### src/rtl/spi_regs_pkg.sv
// Shared constants for the SPI register block: register addresses, STATUS bit
// positions and the default ID byte.
package spi_regs_pkg;

  localparam logic [7:0] ID_DEFAULT = 8'hA5;

  localparam logic [6:0] ADDR_ID       = 7'h00;
  localparam logic [6:0] ADDR_SCRATCH  = 7'h01;
  localparam logic [6:0] ADDR_CTRL     = 7'h02;
  localparam logic [6:0] ADDR_STATUS   = 7'h03;
  localparam logic [6:0] ADDR_IRQ_MASK = 7'h04;
  localparam logic [6:0] ADDR_TX_DATA  = 7'h05;
  localparam logic [6:0] ADDR_RX_DATA  = 7'h06;
  localparam logic [6:0] ADDR_LEVELS   = 7'h07;

  localparam int ST_TX_FULL  = 0;
  localparam int ST_TX_EMPTY = 1;
  localparam int ST_RX_FULL  = 2;
  localparam int ST_RX_AVAIL = 3;
  localparam int ST_TX_OVF   = 4;
  localparam int ST_RX_UNF   = 5;
  localparam int ST_RX_OVF   = 6;

endpackage

### src/rtl/spi_regs_fifo.sv
// Byte FIFO with flush; a pop of a non-empty FIFO frees room for a push in the
// same cycle, and a flush discards any push issued alongside it.
module spi_regs_fifo #(
  parameter int DEPTH = 8
) (
  input  logic       clk,
  input  logic       reset,
  input  logic       push_i,
  input  logic       pop_i,
  input  logic       flush_i,
  input  logic [7:0] data_i,
  output logic       full_o,
  output logic       empty_o,
  output logic [3:0] count_o,
  output logic [7:0] head_o
);

  localparam int PW = (DEPTH > 1) ? $clog2(DEPTH) : 1;

  logic [7:0]    mem_q [DEPTH];
  logic [PW-1:0] wrPtr_q, rdPtr_q;
  logic [3:0]    count_q;
  logic          doPush, doPop;

  assign full_o  = (count_q == 4'(DEPTH));
  assign empty_o = (count_q == 4'd0);
  assign count_o = count_q;
  assign head_o  = mem_q[rdPtr_q];

  assign doPop  = pop_i & ~empty_o & ~flush_i;
  assign doPush = push_i & ~flush_i & (~full_o | doPop);

  // DEPTH is a power of two, so the pointers wrap naturally
  always_ff @(posedge clk) begin
    if (reset || flush_i) begin
      wrPtr_q <= '0;
      rdPtr_q <= '0;
      count_q <= 4'd0;
    end else begin
      if (doPush) wrPtr_q <= wrPtr_q + PW'(1);
      if (doPop)  rdPtr_q <= rdPtr_q + PW'(1);
      count_q <= count_q + 4'(doPush) - 4'(doPop);
    end
  end

  always_ff @(posedge clk) begin
    if (doPush) mem_q[wrPtr_q] <= data_i;
  end

endmodule

### src/rtl/spi_regs.sv
// SPI-facing register file with TX/RX byte FIFOs and sticky error flags.
// Define SPI_REGS_IRQ_EN to enable IRQ_MASK and the irq output.
module spi_regs
  import spi_regs_pkg::*;
#(
  parameter int         FIFO_DEPTH = 8,
  parameter logic [7:0] ID_VALUE   = ID_DEFAULT
) (
  input  logic       clk,
  input  logic       reset,
  input  logic       reg_we,
  input  logic       reg_re,
  input  logic [6:0] reg_addr,
  input  logic [7:0] reg_wd,
  output logic [7:0] reg_rd,
  output logic [7:0] tx_data,
  output logic       tx_valid,
  input  logic       tx_ready,
  input  logic [7:0] rx_data,
  input  logic       rx_valid,
  output logic       rx_ready,
  output logic [5:0] ctrl_out,
  output logic       irq
);

  logic       txWrite, rxRead, ctrlWrite, statusWrite, maskWrite;
  logic       txPop, txFlush, rxFlush;
  logic       txFull, txEmpty, rxFull, rxEmpty;
  logic [3:0] txCount, rxCount;
  logic [7:0] txHead, rxHead;
  logic [7:0] scratch_q, regRd_q, status, readValue, irqMaskView;
  logic [5:0] ctrl_q;
  logic [2:0] sticky_q, sticky_d, stickySet, stickyClr;

  assign txWrite     = reg_we && (reg_addr == ADDR_TX_DATA);
  assign ctrlWrite   = reg_we && (reg_addr == ADDR_CTRL);
  assign statusWrite = reg_we && (reg_addr == ADDR_STATUS);
  assign maskWrite   = reg_we && (reg_addr == ADDR_IRQ_MASK);
  assign rxRead      = reg_re && (reg_addr == ADDR_RX_DATA);
  assign txPop       = tx_ready & tx_valid;
  assign txFlush     = ctrlWrite & reg_wd[0];
  assign rxFlush     = ctrlWrite & reg_wd[1];

  spi_regs_fifo #(.DEPTH(FIFO_DEPTH)) txFifo (
    .clk(clk), .reset(reset), .push_i(txWrite), .pop_i(txPop), .flush_i(txFlush),
    .data_i(reg_wd), .full_o(txFull), .empty_o(txEmpty), .count_o(txCount), .head_o(txHead)
  );

  spi_regs_fifo #(.DEPTH(FIFO_DEPTH)) rxFifo (
    .clk(clk), .reset(reset), .push_i(rx_valid), .pop_i(rxRead), .flush_i(rxFlush),
    .data_i(rx_data), .full_o(rxFull), .empty_o(rxEmpty), .count_o(rxCount), .head_o(rxHead)
  );

  assign tx_data  = txHead;
  assign tx_valid = ~txEmpty;
  assign rx_ready = ~rxFull;
  assign ctrl_out = ctrl_q;
  assign reg_rd   = regRd_q;

  // Sticky bits held as {rx_ovf, rx_unf, tx_ovf}; a same-cycle set wins over W1C
  always_comb begin
    stickySet = {rx_valid & rxFull & ~rxRead & ~rxFlush,
                 rxRead & rxEmpty,
                 txWrite & txFull & ~txPop};
    stickyClr = statusWrite ? {reg_wd[ST_RX_OVF], reg_wd[ST_RX_UNF], reg_wd[ST_TX_OVF]} : 3'b000;
    sticky_d  = (sticky_q & ~stickyClr) | stickySet;
  end

  always_comb begin
    status              = 8'h00;
    status[ST_TX_FULL]  = txFull;
    status[ST_TX_EMPTY] = txEmpty;
    status[ST_RX_FULL]  = rxFull;
    status[ST_RX_AVAIL] = ~rxEmpty;
    status[ST_TX_OVF]   = sticky_q[0];
    status[ST_RX_UNF]   = sticky_q[1];
    status[ST_RX_OVF]   = sticky_q[2];
  end

  always_comb begin
    readValue = 8'h00;
    case (reg_addr)
      ADDR_ID:       readValue = ID_VALUE;
      ADDR_SCRATCH:  readValue = scratch_q;
      ADDR_CTRL:     readValue = {ctrl_q, 2'b00};
      ADDR_STATUS:   readValue = status;
      ADDR_IRQ_MASK: readValue = irqMaskView;
      ADDR_RX_DATA:  readValue = rxEmpty ? 8'h00 : rxHead;
      ADDR_LEVELS:   readValue = {rxCount, txCount};
      default:       readValue = 8'h00;
    endcase
  end

  always_ff @(posedge clk) begin
    if (reset) begin
      scratch_q <= 8'h00;
      ctrl_q    <= 6'd0;
      sticky_q  <= 3'b000;
      regRd_q   <= 8'h00;
    end else begin
      if (reg_we && (reg_addr == ADDR_SCRATCH)) scratch_q <= reg_wd;
      if (ctrlWrite) ctrl_q <= reg_wd[7:2];
      sticky_q <= sticky_d;
      if (reg_re) regRd_q <= readValue;
    end
  end

`ifdef SPI_REGS_IRQ_EN
  logic [7:0] irqMask_q;
  logic       irq_q;

  always_ff @(posedge clk) begin
    if (reset) begin
      irqMask_q <= 8'h00;
      irq_q     <= 1'b0;
    end else begin
      if (maskWrite) irqMask_q <= reg_wd;
      irq_q <= |(status & irqMask_q);
    end
  end

  assign irqMaskView = irqMask_q;
  assign irq         = irq_q;
`else
  logic unusedMaskWrite;
  assign unusedMaskWrite = maskWrite;
  assign irqMaskView     = 8'h00;
  assign irq             = 1'b0;
`endif

endmodule

### config.mk
export PLATFORM = sky130hd
export DESIGN_NAME = spi_regs
export DESIGN_NICKNAME = d
export VERILOG_FILES = /design/src/rtl/spi_regs_pkg.sv /design/src/rtl/spi_regs_fifo.sv /design/src/rtl/spi_regs.sv
export SDC_FILE = /design/constraint.sdc
export NUM_CORES = 1
export LEC_CHECK = 0
export ABC_AREA = 1
export BUFFER_PORTS_ARGS = -buffer_cell sky130_fd_sc_hd__buf_2
export CAP_MARGIN = 20
export CORE_ASPECT_RATIO = 1.5
export CORE_UTILIZATION = 28
export CTS_CLUSTER_DIAMETER = 40
export DETAILED_ROUTE_END_ITERATION = 10
export PLACE_DENSITY_LB_ADDON = 0.05
export SYNTH_ARGS = -nofsm -noshare
export SYNTH_HDL_FRONTEND = slang
export SYNTH_HIERARCHICAL = 1
export SYNTH_SLANG_ARGS = --single-unit
export TNS_END_PERCENT = 100
### constraint.sdc
create_clock -name clk -period 3.5 [get_ports clk]
set_clock_uncertainty 0.1 [all_clocks]
set_input_delay 0.175 -clock clk [delete_from_list [all_inputs] [get_ports clk]]
set_output_delay 0.175 -clock clk [all_outputs]
set_load 0.03 [all_outputs]
# Word level (Yosys, flattened, before mapping)
# Memories as Yosys holds them, arrays and structs flattened. A register that Yosys moved wholly into a read port is not among the register bits.
# Cells that the tools add are included.
[classes]
n_addsub = 8
n_eq_ne = 8
n_mux = 11
n_bitwise = 30
n_reduce_logical = 10
[ops]
columns = ["cell", "n"]
rows = [
  ["case mux 8 bit (6 select lines)", 1],
  ["equality test 7 x 3 -> 1 bit (second input constant)", 3],
  ["bitwise AND 1 bit", 17],
  ["2-to-1 mux 3 bit", 5],
  ["equality test 7 x 2 -> 1 bit (second input constant)", 2],
  ["adder 3 x 1 -> 3 bit (second input constant)", 4],
  ["adder 4 x 1 -> 4 bit", 2],
  ["equality test 4 bit (second input constant)", 2],
  ["zero test 4 bit", 2],
  ["2-to-1 mux 8 bit", 1],
  ["inverter 1 bit", 8],
  ["subtractor 4 x 1 -> 4 bit", 2],
  ["equality test 7 x 1 -> 1 bit (second input constant)", 1],
  ["zero test 7 bit", 1],
  ["logical AND 1 bit", 5],
  ["2-to-1 mux 1 bit", 4],
  ["bitwise AND 3 bit", 1],
  ["inverter 3 bit", 1],
  ["OR 3 bit", 1],
  ["logical OR 1 bit", 2],
  ["OR 1 bit", 2],
]
[word_totals]
register_bits = 45
mem_bits_rw = 128
in_bits = 29
out_inout_bits = 25
elab_cells = 79
n_memories = 2
[mem_list]
columns = ["memory", "words", "word_bits", "rd", "rd_ports_with_merged_regs", "wr", "line_no", "text"]
rows = [
  ["rxFifo.mem_q", 8, 8, 1, 1, 1, "spi_regs_fifo.sv:20", "logic [7:0] mem_q [DEPTH];"],
  ["txFifo.mem_q", 8, 8, 1, 1, 1, "spi_regs_fifo.sv:20", ""],
]

# Depth between registers and ports, before layout
# Gate-level depths: netlist of the first run.
[depth]
word_depth = 9
ltp_mapped = 20
depth_no_buf = 20

# Modules after synthesis
# Netlist of the first run, hierarchy kept.
[by_module_without_submodules]
columns = ["module", "n_inst", "cells_each", "area_per_inst_um2", "seq_area_each_um2"]
rows = [
  ["spi_regs_fifo", 2, 293, 3271.9, 2182.1],
  ["spi_regs", 1, 237, 1640.3, 500.5],
]

# Worst setup path after synthesis of the first run
# OpenSTA, ideal clock, no wires.
[synth_timing]
path_type = "register to register"
from = "register txFifo.count_q[2] (netlist: txFifo/count_o[2])"
to = "register txFifo.count_q[2] (netlist: txFifo/count_o[2])"
setup_time_ns = 0.119
t_arrival_ns = 2.468
t_required_ns = 3.281
setup_slack_ns = 0.812
stages_incl_launch_ff = 19
path_buffers = 0
period_less_slack_ns = 2.688
path_cell_list = "dfxtp_1 inv_1 ha_1 nand2_2 inv_1 inv_1 nand2_1 inv_1 inv_1 nor2_2 nand2_4 nor2_1 inv_1 nand2_1 ha_1 inv_1 fa_1 o21ai_0 a21oi_1"
[synth_via]
elab_chain_len = 9
word_cells_on_any_way = 11
cone_classes = "2 x add/sub; 1 x eq/ne; 7 x bitwise; 1 x reduce/logical"
[synth_rtl]
columns = ["item", "line_no", "text"]
rows = [
  ["start: declaration", "spi_regs_fifo.sv:22", "logic [3:0] count_q;"],
  ["start signal: assignment", "spi_regs_fifo.sv:42", "count_q <= count_q + 4'(doPush) - 4'(doPop);"],
  ["zero test 4 bit *", "spi_regs_fifo.sv:26", "assign empty_o = (count_q == 4'd0);"],
  ["named net status[1]", "spi_regs.sv:31", "logic [7:0] scratch_q, regRd_q, status, readValue, irqMaskView;"],
  ["inverter 1 bit *", "spi_regs.sv:55", "assign tx_valid = ~txEmpty;"],
  ["named net tx_valid", "spi_regs.sv:17", "output logic tx_valid,"],
  ["bitwise AND 1 bit *", "spi_regs.sv:40", "assign txPop = tx_ready & tx_valid;"],
  ["named net txPop", "spi_regs.sv:27", "logic txPop, txFlush, rxFlush;"],
  ["bitwise AND 1 bit * (2 in series)", "spi_regs_fifo.sv:30", "assign doPop = pop_i & ~empty_o & ~flush_i;"],
  ["OR 1 bit", "spi_regs_fifo.sv:31", "assign doPush = push_i & ~flush_i & (~full_o | doPop);"],
  ["bitwise AND 1 bit", "spi_regs_fifo.sv:31", ""],
  ["adder 4 x 1 -> 4 bit", "spi_regs_fifo.sv:42", ""],
  ["subtractor 4 x 1 -> 4 bit *", "spi_regs_fifo.sv:42", ""],
]
# Mark *: on every way through the listed nets, which the timed path passes. The rest lies on a longest branch.
# A chain may end at the register's enable or synchronous reset.

# Final worst setup path of the first run
[layout_timing]
from = "register txFifo.count_q[2] (netlist: txFifo/count_o[2])"
to = "register txFifo.count_q[2] (netlist: txFifo/count_o[2])"
[layout_via]
elab_chain_len = 9
word_cells_on_any_way = 11
cone_classes = "2 x add/sub; 1 x eq/ne; 7 x bitwise; 1 x reduce/logical"
[layout_rtl]
columns = ["item", "line_no"]
rows = [
  ["zero test 4 bit *", "spi_regs_fifo.sv:26"],
  ["named net status[1]", "spi_regs.sv:31"],
  ["inverter 1 bit *", "spi_regs.sv:55"],
  ["bitwise AND 1 bit *", "spi_regs.sv:40"],
  ["named net txPop", "spi_regs.sv:27"],
  ["bitwise AND 1 bit * (2 in series)", "spi_regs_fifo.sv:30"],
  ["OR 1 bit", "spi_regs_fifo.sv:31"],
  ["bitwise AND 1 bit", "spi_regs_fifo.sv:31"],
  ["adder 4 x 1 -> 4 bit", "spi_regs_fifo.sv:42"],
  ["subtractor 4 x 1 -> 4 bit *", "spi_regs_fifo.sv:42"],
]
# Marks and branches as above.

==> results.ini, run 1 <==
[status]
status=finished, final reports clean

[sta]
fin_setup_tns_ns=0
maxSlewHeadroom_pct=49.6
finalHoldViolations=0
rsz0062_at_grt=no
fin_crit_sh_pct=78.3
hold_ws_ns=0.0267
tightest_slew_ns=0.754
max_freq_ghz=0.365
maxSlewViolCount=0
period_needed_ns=2.74
setup_viol=0

[worst_setup_path]
crit_path_max_fanout=8
critPathLaunchType=register
cp-end-kind=register
reg2reg_from=txFifo/count_o[2]
worstPathRequired_ns=3.74
path_class=register to register
cp.arrival_ns=2.98
cp-startpoint=txFifo/count_o[2]

[clock_tree]
cts_made_buffers=17
cts.sinks=179
cts_max_level=4
clock_tree.root_cell=clkbuf_16
cts.clk_slew.worst_paths_ns=0.07
clock_latency_ns=0.45
tritoncts=yes
cts_buffer_depth=2

[placed_design]
dpl.cell_count=1253
place_hpwl_mm=15.2
io_buffer_count=52
gp_congestion=0.810
place_area_mm2=0.00883

[synthesis]
synth_edf_count=128
syn_nets=868
syn_area_per_cell_um2=9.94
yosysMostFrequentCell=nor2_1
ys_top_cells_by_count=144 x nor2_1, 142 x nand2_1, 128 x edfxtp_1
ys_ff_latch=179
yosysTopAreaCell=edfxtp_1
synth_cells=823
netlist_top_cells_area=edfxtp_1 47%, dfxtp_1 12%, nor2_1 6.6%
async_flop_share_pct=0
ys.flop_type=edfxtp_1
ys_seq_area_share_pct=59.4
synth.cell_area_mm2=0.00818
synth_top_area_share_pct=47.0
synth_warnings=6
synth_cell_types=35

[job]
cap_viol_max_count=0

[power]
swShare_pct=32.8
switchingPower_uw=1780
p_per_area_mw_per_mm2=568
ir_worst_vdd_uv=351
power_uw=5440
p_clk_share_pct=35.0
power.internal_uw=3650
p_seq_share_pct=44.6
p_leak_uw=0.00358
comb_power_share_pct=20.4

[global_route]
track_usage_pct=15.4
grt_overflow=0
met2_usage_pct=29.1
grt_pass1_vias=5862
grtUsageMet3_pct=3.30
busiest_layer=met2
grt_start_max_net_pins=33
grt_pass1_wl_mm=33.4
antenna_found_initial=0
met1_usage_pct=16.3

[final_layout]
n_antenna_cell=0
fin_nets=943
fill_cells=3016
area_delta_synth_final_pct=16.9
drive_gt1_share_pct=17.8
finish.instance_area_mm2=0.00957
layout.cells.non_filler=1301

[die]
core-area_mm2=0.0287
die_h_um=211
dieArea_mm2=0.0299
ios=54
start_util_pct=28.5
fp-row-count=76
die_w_um=142

[routing]
drtAntennaViolNets=0
vias=5828
firstDrtPassIters=4
via_per_inst=4.48
drcViolationCount=0
drtIter0Drc=282
drt-total-wl_mm=21.8
wire_per_inst_um=16.7

[hold_path]
min_path_type=input pin to register
hp-start=reg_wd[4]

[sequential cells by signal (all words and copies together), names as in the netlist, named ones only]
name            flops
rxFifo/rdPtr_q      3
rxFifo/wrPtr_q      3
ctrl_out            6
scratch_q           8
reg_rd              8
txFifo/rdPtr_q      3
txFifo/mem_q       64
txFifo/wrPtr_q      3
rxFifo/mem_q       64
sticky_q            3
txFifo/count_o      4
rxFifo/count_o      4
[metrics by stage]
stage               setup WS, ns  util (%)
global route               0.396      33.3
finish                     0.761      33.3
floorplan                  0.812         -
detailed placement         0.744      30.8
global placement           0.857      30.8
CTS                        0.713      33.3
[repair_timing]
| item | CTS | global route |
|---|---|---|
| hold endpoints to repair | 101 | 5 |
| hold buffers | 15 | 1 |
| setup buffers | 0 | 0 |
| gates resized for setup | 0 | 0 |
[per-layer routing]
layer | share of wire, % | routed length, um
met1 | 40 | 8700
met2 | 55 | 11900
met3 | 3.2 | 702
met4 | 2.1 | 465
met5 | 0 | 0
[cells by family (layout without fill, tap and decap cells)]
kind of cell    after synthesis  count (layout)  synth area share [%]
flops                       179             179                  59.4
buf+inv                      96             184                  6.05
compound gates              150             150                  9.74
simple gates                379             379                  21.9
other cells                   1               1                0.0458
fa+ha+maj                    16              16                  2.63
xor+xnor                      2               2                 0.214
[critical path, stage by stage, from the launching register on]
cell	delay (ns)
dfxtp_1	0.35
inv_1	0.08
ha_1	0.20
nand2_2	0.12
inv_1	0.05
inv_1	0.09
nand2_1	0.08
inv_1	0.05
inv_1	0.04
nor2_2	0.16
nand2_4	0.11
nor2_1	0.18
inv_1	0.08
nand2_1	0.07
ha_1	0.15
inv_1	0.06
fa_1	0.41
o21ai_0	0.17
a21oi_1	0.05
[placed cells by master (no fill, tap or decap), types with 13 or more instances in the layout]
master | netlist | layout
a21oi_1 | 36 | 36
buf_2 | 6 | 52
buf_4 | 4 | 21
clkbuf_16 | 0 | 17
dfxtp_1 | 51 | 51
dlygate4sd3_1 | 0 | 16
edfxtp_1 | 128 | 128
ha_1 | 14 | 14
inv_1 | 58 | 58
nand2_1 | 142 | 142
nand3_1 | 34 | 34
nand4_1 | 13 | 13
nor2_1 | 144 | 144
o21ai_0 | 36 | 36
o21ai_1 | 68 | 68
[layout make-up]
| cell class | instances | area [um2] | area share [%] |
|---|---|---|---|
| multi-input cells | 548 | 2820 | 29.5 |
| inverters | 63 | 236 | 2.47 |
| well taps | 390 | 488 | 5.10 |
| repair buffers | 89 | 578 | 6.04 |
| clock buffers | 17 | 425 | 4.45 |
| flip-flops and latches | 179 | 4860 | 50.8 |
| clock inverters | 15 | 153 | 1.60 |
[power groups by stage]
| stage | sequential [uW] | clock (uW) | combinational (uW) |
|---|---|---|---|
| after detailed placement | 2480 | 0 | 1120 |
| after global routing | 2440 | 2040 | 1250 |
| after CTS | 2430 | 1970 | 1140 |
| final | 2430 | 1900 | 1110 |
| after floorplan | 2470 | 0 | 808 |
| after global placement | 2470 | 0 | 1100 |
[worst paths after layout]
path / endpoint / slack [ns] / cells after the start
hold / removal: txFifo/mem_q[3][4] / 0.03 / 1
setup reg to reg: txFifo/count_o[2] / 0.76 / 18
hold reg to reg: scratch_q[5] / 0.37 / 2
setup / recovery: txFifo/count_o[2] / 0.76 / 18
Power figures use the tool's default switching activity.
==> inputs of run 2 (changes only) <==
--- a/config.mk
+++ b/config.mk
@@ -5,7 +5,7 @@
 export SDC_FILE = /design/constraint.sdc
 export NUM_CORES = 1
 export LEC_CHECK = 0
-export ABC_AREA = 1
+export ABC_AREA = 0
 export BUFFER_PORTS_ARGS = -buffer_cell sky130_fd_sc_hd__buf_2
 export CAP_MARGIN = 20
 export CORE_ASPECT_RATIO = 1.5
==> constraint.sdc (replaced) <==
create_clock -name clk -period 2.3 [get_ports clk]
set_clock_uncertainty 0.1 [all_clocks]
set_input_delay 0.115 -clock clk [delete_from_list [all_inputs] [get_ports clk]]
set_output_delay 0.115 -clock clk [all_outputs]
set_load 0.03 [all_outputs]
==> run 2 against run 1 <==
The flow now finishes with violations (design-rule violations). Sequential cell count unchanged. Sequential share of layout area is 3.9 points lower. Count of clock-buffer cells in the layout rose by 1. Die area down 3.4%. Non-clock buffer count grew 67. Via count down 16%. Largest cell class unchanged. Hold slack gained 0.051 ns. Synthesized cell count fell by 36%. Largest power group unchanged. Sequential power increased by 52%. Worst setup slack lost 0.75 ns.
==> results.ini, run 2 <==
[status]
status=complete, but fails checks
failed_checks=design-rule violations

[final_layout]
fin_nets=722
fill_cells=2658
biggestRegsByFlops=rxFifo/mem_q (64), txFifo/mem_q (64)
final_cell_mix=128 x edfxtp_1, 71 x buf_4, 51 x buf_2
layout.cells.non_filler=1037
finish.instance_area_mm2=0.0104
drive_gt1_share_pct=37.1
layout_commonest_cell=edfxtp_1
area_delta_synth_final_pct=31.3
fin_util_pct=37.2

[clock_tree]
clock_tree.root_cell=clkbuf_16
cts.clk_slew.worst_paths_ns=0.07
clock_latency_ns=0.44
tritoncts=yes
cts_made_buffers=17
cts_buffer_depth=2
cts.sinks=179
cts_max_level=4

[synthesis]
async_flop_share_pct=0
ys.flop_type=edfxtp_1
synth_edf_count=128
yosysTopAreaCell=edfxtp_1
ys_ff_latch=179
ys_seq_area_share_pct=61.5
syn_nets=570
syn_area_per_cell_um2=15.1
ys_top_cells_by_count=128 x edfxtp_1, 51 x dfxtp_1, 32 x nor2_1
synth_warnings=6
synth_cells=525
yosysMostFrequentCell=edfxtp_1
netlist_top_cells_area=edfxtp_1 49%, dfxtp_1 13%, mux4_1 10%
synth_cell_types=62
synth.cell_area_mm2=0.00791
synth_top_area_share_pct=48.6

[routing]
via_per_inst=4.72
firstDrtPassIters=10
drtIter0Drc=220
wire_per_inst_um=19.5
drtAntennaViolNets=0
drt-total-wl_mm=20.2
drcViolationCount=10
vias=4894

[sta]
period_needed_ns=2.29
max_freq_ghz=0.436
tightest_slew_ns=0.577
setup_viol=0
timing.final.ws_setup_ns=0.00571
rsz0062_at_grt=yes
maxSlewViolCount=0
finalHoldViolations=0
maxSlewHeadroom_pct=61.5
fin_crit_sh_pct=99.8

[global_route]
grt_overflow=0
busiest_layer=met2
met1_usage_pct=14.9
track_usage_pct=14.8
met2_usage_pct=28.1
grtUsageMet3_pct=2.75
grt_pass1_wl_mm=31.3
grt_start_max_net_pins=25
antenna_found_initial=1
grt_pass1_vias=5312

[worst_setup_path]
worstReg2RegEnd=txFifo/count_o[3]
cp.arrival_ns=2.56
cp_top_family=simple AND/OR/NAND/NOR gates
path_cells=inv_2 > ha_4 > nor3b_4 > nor2b_4 > nand2b_4 > or3_4 > ha_1 > a21o_1 > a21oi_1 > mux2i_1
path_class=register to register
rr_worst_depth=10
cp_slowest_cell=or3_4
reg2reg_from=txFifo/count_o[2]
crit_path_max_incr_delay_ns=0.36
cp-end-kind=register
worstPathRequired_ns=2.56
critPathLaunchType=register
r2r_slack_ns=0.006
cp_num_buf_inv=1
crit_path_max_fanout=4

[placed_design]
place_hpwl_mm=14.8
pre_cts_ws_ns=-0.248
place_area_mm2=0.00947
io_buffer_count=52
gp_congestion=0.731
dpl.cell_count=978

[hold_path]
min_path_type=input pin to register
hold_path_end=rxFifo/count_o[3]
whs_path_depth=3
hp-start=reset

[die]
core-area_mm2=0.0279
dieArea_mm2=0.0289
fp-row-count=75
start_util_pct=28.4
die_h_um=208
ios=54
die_w_um=139

[power]
ir_worst_vdd_uv=488
p_per_area_mw_per_mm2=850
p_leak_uw=0.00377

[job]
cap_viol_max_count=0

run 2: cell count changes after synthesis, moves of 28 or more:
cell / previous run / this run
nand3_1: 34 / 3
inv_1: 58 / 28
o21ai_1: 68 / 0
nor2_1: 144 / 32
nand2_1: 142 / 28
mux4_1: 0 / 30
mux2i_1: 0 / 28
run 2: how the worst max path moves through the flow:
stage	cells after the start	start	endpoint	slack, ns
3_3_place_gp	11	reg_addr[5]	txFifo/count_o[1]	-0.24
3_5_place_dp	11	reg_addr[5]	txFifo/count_o[1]	-0.25
4_1_cts	4	register	tx_data[0]	0.003
6_report	10	txFifo/count_o[2]	txFifo/count_o[3]	0.006
5_1_grt	12	txFifo/count_o[2]	txFifo/count_o[2]	-0.08
2_1_floorplan	7	txFifo/count_o[3]	txFifo/mem_q[0][0]	-0.10
run 2: kinds of logic after synthesis:
logic type               Yosys count  synth area share [%]
other                              1                0.0474
AO/OA/AOI/OAI                     63                  5.59
AND/OR/NAND/NOR                  137                  10.3
buffers and inverters             51                  3.21
multiplexers                      76                  16.4
XOR/XNOR                           2                 0.222
flip-flops                       179                  61.5
adder cells (fa/ha/maj)           16                  2.72
run 2: power breakdown:
| part | internal, uW | switching, uW |
|---|---|---|
| Clock | 1730 | 1330 |
| Combinational | 1030 | 1050 |
| Sequential | 3600 | 102 |
| Total | 6350 | 2480 |
run 2: timing repair:
item,in CTS,in global routing
setup endpoints to repair,79,76
hold buffers,18,0
hold endpoints to repair,140,0
gates cloned,0,1
setup buffers,3,4
pin swaps,1,4
gates resized for setup,7,14
run 2: stage by stage:
stage               setup TNS, ns  total power (uW)  hold WS [ns]
finish                          0              8830        0.0777
global route               -0.841              9240        0.0729
CTS                             0              8850        0.0753
detailed placement         -18.36              5680         0.294
global placement           -17.48              5650         0.277
floorplan                   -1.47              4950         0.114
run 2: layer usage:
layer	vias to the layer above	wire length, um
li1	2351	-
met1	2422	7530
met2	82	11300
met3	37	617
met4	2	781
met5	-	8
run 2: layout make-up:
class,instances,area [um2],share of cell area (%)
antenna,1,2.50,0.0241
clock buffer,18,429,4.13
clock inverter,14,175,1.69
inverter,28,105,1.01
multi-input combinational,295,3090,29.8
sequential,179,4870,46.9
tap,346,433,4.17
timing repair buffer,156,1270,12.3
run 2: tightest hold or removal path, delay by kind of cell:
| kind | cells | cell delay (ns) |
|---|---|---|
| buf+inv | 1 | 0.25 |
| simple gates | 1 | 0.15 |
| mux | 1 | 0.06 |
